[config.mk]
export PLATFORM = sky130hd
export DESIGN_NAME = edge_detect_bank
export DESIGN_NICKNAME = d
export VERILOG_FILES = /design/src/rtl/edge_detect_bank.sv
export SDC_FILE = /design/constraint.sdc
export NUM_CORES = 1
export LEC_CHECK = 0
export ABC_AREA = 1
export CORE_AREA = 2 2 49 51
export CTS_CLUSTER_DIAMETER = 30
export DETAILED_ROUTE_END_ITERATION = 10
export DIE_AREA = 0 0 51 53
export PLACE_DENSITY = 0.74
export SYNTH_ARGS = -nofsm -noshare
export SYNTH_HDL_FRONTEND = slang
export SYNTH_SLANG_ARGS = --single-unit
export TNS_END_PERCENT = 10
[constraint.sdc]
create_clock -name clk -period 0.85 [get_ports clk]
set_input_delay 0.2125 -clock clk [delete_from_list [all_inputs] [get_ports clk]]
set_output_delay 0.2125 -clock clk [all_outputs]
set_load 0.01 [all_outputs]
[src/rtl/edge_detect_bank.sv]
// edge_detect_bank: multi-channel synchronising edge detector.
// Each channel runs the raw input through a synchroniser chain and an optional
// debounce filter. It then produces 1-cycle rise/fall pulses, a mode-qualified
// event pulse, and sticky pending/overflow flags.
// Optional feature: define EDGE_DEBOUNCE_EN to insert a DB_CYCLES stability filter
// between the synchroniser and the edge detector. When the macro is undefined,
// the filtered value is the synchroniser output itself.
module edge_detect_bank #(
    parameter int N_CH        = 4,
    parameter int SYNC_STAGES = 2,
    parameter int DB_CYCLES   = 4
) (
    input  logic              clk,
    input  logic              reset,
    input  logic [N_CH-1:0]   d_in,
    input  logic [2*N_CH-1:0] mode,
    input  logic [N_CH-1:0]   clr,
    output logic [N_CH-1:0]   rise_p,
    output logic [N_CH-1:0]   fall_p,
    output logic [N_CH-1:0]   evt_p,
    output logic [N_CH-1:0]   pending,
    output logic [N_CH-1:0]   overflow,
    output logic              any_pending
);

    // Bit [0] is the newest sample; bit [SYNC_STAGES-1] is the synchronised value.
    logic [SYNC_STAGES-1:0] r_sync [N_CH];
    logic [N_CH-1:0]        w_s;
    logic [N_CH-1:0]        w_filt;
    logic [N_CH-1:0]        r_prev;
    logic [N_CH-1:0]        r_pending;
    logic [N_CH-1:0]        r_overflow;
    logic [N_CH-1:0]        w_rise;
    logic [N_CH-1:0]        w_fall;
    logic [N_CH-1:0]        w_evt;

    // Synchroniser chains; reset flushes any edge still in flight.
    // NOTE: sequential state uses non-blocking (<=) so every flop samples pre-edge values.
    always_ff @(posedge clk) begin
        for (int c = 0; c < N_CH; c++) begin
            if (reset) r_sync[c] <= '0;
            else       r_sync[c] <= {r_sync[c][SYNC_STAGES-2:0], d_in[c]};
        end
    end

    // Tap the last synchroniser stage of every channel.
    always_comb begin
        w_s = '0;
        for (int c = 0; c < N_CH; c++) w_s[c] = r_sync[c][SYNC_STAGES-1];
    end

`ifdef EDGE_DEBOUNCE_EN
    localparam int              CNT_W    = $clog2(DB_CYCLES + 1);
    localparam logic [CNT_W-1:0] CNT_LAST = CNT_W'(DB_CYCLES - 1);

    logic [CNT_W-1:0] r_cnt [N_CH];
    logic [N_CH-1:0]  r_filt;

    // Debounce: the filtered value follows s only after DB_CYCLES consecutive
    // disagreeing samples; any return to the filtered value restarts the count.
    always_ff @(posedge clk) begin
        for (int c = 0; c < N_CH; c++) begin
            if (reset) begin
                r_cnt[c]  <= '0;
                r_filt[c] <= 1'b0;
            end else if (w_s[c] == r_filt[c]) begin
                r_cnt[c] <= '0;
            end else if (r_cnt[c] == CNT_LAST) begin
                r_filt[c] <= w_s[c];
                r_cnt[c]  <= '0;
            end else begin
                r_cnt[c] <= r_cnt[c] + 1'b1;
            end
        end
    end

    assign w_filt = r_filt;
`else
    // Without debounce the filtered value is the synchroniser output, adding no delay.
    assign w_filt = w_s;
`endif

    // Edge pulses and mode qualification, combinational from registered state.
    // NOTE: always_comb assigns every output a default first, so no latch can be inferred.
    always_comb begin
        w_rise = w_filt & ~r_prev;
        w_fall = ~w_filt & r_prev;
        w_evt  = '0;
        for (int c = 0; c < N_CH; c++) begin
            w_evt[c] = (w_rise[c] & mode[2*c]) | (w_fall[c] & mode[2*c+1]);
        end
    end

    // Previous filtered value and the sticky pending/overflow flags.
    // A same-cycle event beats clr for pending; clr always blocks a new overflow.
    always_ff @(posedge clk) begin
        if (reset) begin
            r_prev     <= '0;
            r_pending  <= '0;
            r_overflow <= '0;
        end else begin
            r_prev     <= w_filt;
            r_pending  <= (r_pending & ~clr) | w_evt;
            r_overflow <= (r_overflow & ~clr) | (w_evt & r_pending & ~clr);
        end
    end

    assign rise_p      = w_rise;
    assign fall_p      = w_fall;
    assign evt_p       = w_evt;
    assign pending     = r_pending;
    assign overflow    = r_overflow;
    assign any_pending = |r_pending;

endmodule
## Word level (Yosys, flattened, before mapping)

Memories as Yosys holds them, arrays and structs flattened.
Index checks and enable logic that the tools add are counted.

- Register bits after elaboration: 12
- Latch bits: 0
- Bits in writable memories: 8
- Memory bits (read-only): 0
- Input port bits: 18
- Output and inout port bits: 21
- Word-level logic and storage cells: 39
- Memories: 1

Memory list:

| memory | depth | width | read ports | clocked after memory_dff | wr ports | RTL line | source |
|---|---|---|---|---|---|---|---|
| r_sync | 4 | 2 | 4 | 0 | 4 | 27 | `logic [SYNC_STAGES-1:0] r_sync [N_CH];` |

- Add/sub/neg operators: 0
- Multiply operators: 0
- Div/mod/pow operators: 0
- $lt $le $gt $ge: 0
- Equal/unequal tests: 0
- Shifts and indexed selects: 0
- Multiplexer cells: 7
- Bitwise operators: 27
- Reduce and logical (&&, ||, !) cells: 1

Operators with widths:

| cell | number |
|---|---|
| $and A4 B4 Y4 | 6 |
| $not A4 Y4 | 3 |
| $and A1 B1 Y1 | 8 |
| $mux W2 | 4 |
| $or A1 B1 Y1 | 8 |
| $or A4 B4 Y4 | 2 |
| $reduce_or A4 Y1 | 1 |
| $mux W1 | 3 |

## Depth between registers and ports, before layout

- Word-level depth: 7
- Depth in mapped cells: 5
- Mapped depth without buffers: 5

## Worst setup path before layout

No wires, ideal clock.

- Path kind: reg-to-reg
- From: memory r_sync[2][1]
- To: register r_pending[2], in the netlist pending[2]
- Library setup time: 0.113 ns
- Arrival time: 0.689 ns
- Path slack: 0.048 ns
- Stages on the path, launching flop included: 6
- Period minus slack after synthesis: 0.802 ns
- Path through: dfxtp_1 inv_2 nand3_2 nand2_2 o21ai_1 inv_1

RTL lines:

| what | RTL line | source |
|---|---|---|
| start, declared | 27 |  |
| end signal, assigned | 103 | `r_pending <= (r_pending & ~clr) \| w_evt;` |
| end, declared | 31 | `logic [N_CH-1:0] r_pending;` |

## Worst setup path in the final report

- From: register r_pending[3], in the netlist pending[3]
- To: output any_pending

- Longest elaborated chain between the ends: 1

RTL lines:

| what | RTL line | source |
|---|---|---|
| $reduce_or A4 Y1 | 113 | `assign any_pending = \|r_pending;` |
| end, declared | 23 | `output logic any_pending` |

No other way between the ends.

==> results.sh <==
export IMPL_tns_ns=-5.95
export IMPL_via_per_inst=4.23
export IMPL_avgSynthCellArea_um2=7.62
export IMPL_cts_buffer_depth=2
export IMPL_report_final_hold_viol_count=0
export IMPL_multi_input_area_um2=324
export IMPL_clk_latency_ns=0.30
export IMPL_power_density_nw_per_um2=1300
export IMPL_holdCritPathClass="in2reg"
export IMPL_cap_violations=0
export IMPL_ant_nets=0
export IMPL_ys_ff_latch=20
export IMPL_worstReg2RegEnd="pending[1]$_SDFF_PP0_"
export IMPL_worstPathRequired_ns=0.64
export IMPL_syn_area_um2=792
export IMPL_drtIter0Drc=5
export IMPL_drive_gt1_share_pct=60.6
export IMPL_setup_ws_ns=-0.343
export IMPL_final_area_um2=1430
export IMPL_yosysWarnings=0
export IMPL_power_leakage_nw=0.709
export IMPL_holdPathStages=3
export IMPL_crit_type="reg2out"
export IMPL_synth_compound_gate_area_share_pct=6.95
export IMPL_hold_path_endpoint="r_sync[0][0]$_SDFF_PP0_"
export IMPL_reg2reg_slack_ns=-0.18
export IMPL_slowest_delay_ns=0.34
export IMPL_synthAdderAreaFrac_pct=0
export IMPL_cp_top_family="flip-flops"
export IMPL_die_y_um=53
export IMPL_overflow=0
export IMPL_layout_commonest_cell="nor2_1"
export IMPL_fmax_mhz=839
export IMPL_synth_mux_area_share_pct=0
export IMPL_synth_nets=122
export IMPL_fillers=172
export IMPL_grt_pass1_vias=800
export IMPL_clkTransAtPathRegs_ns=0.10
export IMPL_dp_slack_ns=-0.776
export IMPL_fp_dieW_um=51
export IMPL_r2r_start="r_prev[1]$_SDFF_PP0_"
export IMPL_grt_pass1_wl_um=3370
export IMPL_layout_cells_non_filler=193
export IMPL_fin_nets=184
export IMPL_antenna_found_initial=0
export IMPL_finClkSkew_ns=0.00285
export IMPL_initial_core_util_pct=36.9
export IMPL_die_area_um2=2700
export IMPL_io_pins=39
export IMPL_grt_busiest_layer="met2"
export IMPL_place_area_um2=1300
export IMPL_slowest_stage="dfxtp_2"
export IMPL_portBuffers=38
export IMPL_violations="negative setup slack"
export IMPL_drc=0
export IMPL_regArea_um2=420
export IMPL_cp_max_fo=2
export IMPL_wire_per_inst_um=10.6
export IMPL_synthSimpleGateAreaFrac_pct=26.7
export IMPL_cts_root_buf="clkbuf_4"
export IMPL_rr_worst_depth=7
export IMPL_grt_max_degree=12
export IMPL_vias=817
export IMPL_slew_headroom_pct=84.4
export IMPL_crit_path_end_kind="output port"
export IMPL_tightestPinTransition_ns=0.234
export IMPL_synth_xor_area_share_pct=0
export IMPL_total_power_mw=1.85
export IMPL_grt_use_met2_pct=30.7
export IMPL_cp_arrival_ns=0.98
export IMPL_grt_util_met3_pct=4.52
export IMPL_drt_pass1_iter_count=4
export IMPL_worstPathCellList="inv_1, nand4_1, buf_2"
export IMPL_worst_ir_drop_vdd_uv=921
export IMPL_cts_buffers=3
export IMPL_period_minus_slack_ns=1.19
export IMPL_seq_area_frac_synth_pct=50.6
export IMPL_drv_slew=0
export IMPL_mostFrequentLayoutCells="21 x nor2_1, 18 x inv_1, 18 x buf_4"
export IMPL_dpl_cell_count=183
export IMPL_cts_sinks=20
export IMPL_synthCells=104
export IMPL_setup_violations_final=30
export IMPL_final_util_pct=66.6
export IMPL_grtUsageTotal_pct=17.6
export IMPL_status="complete, but fails checks"
export IMPL_rsz0062_at_grt="true"
export IMPL_hp_start="d_in[0]"
export IMPL_use_met1_pct=18.4
export IMPL_fin_crit_sh_pct=140
export IMPL_path_buf_inv=2
export IMPL_tritoncts="done"
export IMPL_synth_top_family_by_area="simple AND/OR/NAND/NOR gates"
export IMPL_gp_congestion=0.746
export IMPL_fp_row_count=17
export IMPL_core_um2=2150
export IMPL_synth_distinct_cells=13
export IMPL_start_kind="flip-flop"
export IMPL_dp_hpwl_um=1450
export IMPL_drt_total_wl_um=2060
export IMPL_holdWs_ns=0.407
export IMPL_htree_levels=1
export IMPL_area_growth_pct=80.7
export IMPL_diodes=0
==> layer usage <==
layer	up-vias	wire [um]
li1	426	-
met1	360	809
met2	26	1070
met3	5	111
met4	0	64
met5	-	0
==> sequential cells by signal, indices dropped and copies added, names as in the netlist <==
name,flops
r_sync,8
overflow,4
r_prev,4
pending,4
==> synth_stat cells <==
| library cell | number | area (um2) |
|---|---|---|
| nand2_1 | 4 | 15.0 |
| o21ai_1 | 4 | 20.0 |
| nand3_2 | 2 | 20.0 |
| inv_2 | 5 | 18.8 |
| nand4_1 | 1 | 6.26 |
| dfxtp_1 | 20 | 400 |
| buf_6 | 1 | 11.3 |
| a21oi_2 | 4 | 35.0 |
| nor2_1 | 24 | 90.1 |
| nand3_1 | 6 | 30.0 |
| inv_1 | 24 | 90.1 |
| nand2_2 | 8 | 50.1 |
| buf_2 | 1 | 5.00 |
==> logic make-up (layout without fill, tap and decap cells) <==
logic type             after synthesis  count (layout)
and+or+nand+nor                     45              45
buffers and inverters               31              92
DFF                                 20              20
AOI/OAI and AO/OA                    8               8
==> report_power, final <==
| part | switching [mW] | total, mW | internal (mW) |
|---|---|---|---|
| clock | 0.288 | 0.549 | 0.262 |
| combinational | 0.131 | 0.314 | 0.183 |
| sequential | 0.0209 | 0.991 | 0.970 |
==> tightest hold or removal path: cells and delay by family <==
kind,cells,cell delay (ns)
buf+inv,2,0.44
simple gates,1,0.03
==> how the worst max path moves through the flow <==
stage / cells after the start / slack [ns] / start / to
2_1_floorplan: 5 / 0.05 / r_sync[2][1]$_SDFF_PP0_ / pending[2]$_SDFF_PP0_
4_1_cts: 4 / -0.33 / r_sync[0][1]$_SDFF_PP0_ / evt_p[0]
3_5_place_dp: 4 / -0.78 / mode[2] / evt_p[1]
6_report: 3 / -0.34 / pending[3]$_SDFF_PP0_ / any_pending
5_1_grt: 4 / -0.42 / r_sync[0][1]$_SDFF_PP0_ / evt_p[0]
3_3_place_gp: 4 / -0.74 / mode[0] / evt_p[0]
==> layout make-up <==
cell class                      count  area share, %
Clock buffer                        4           2.53
Timing Repair Buffer               59           35.4
Multi-Input combinational cell     53           22.6
Sequential cell                    20           29.4
Inverter                           29           7.60
Tap cell                           28           2.45
==> what timing repair did <==
action,4_1_cts,5_1_grt
pin swaps,4,3
hold endpoints to repair,0,0
gates resized for setup,122,11
setup endpoints to repair,29,29
setup buffers,5,1
hold buffers,0,0
(Power assumes the default switching activity.)
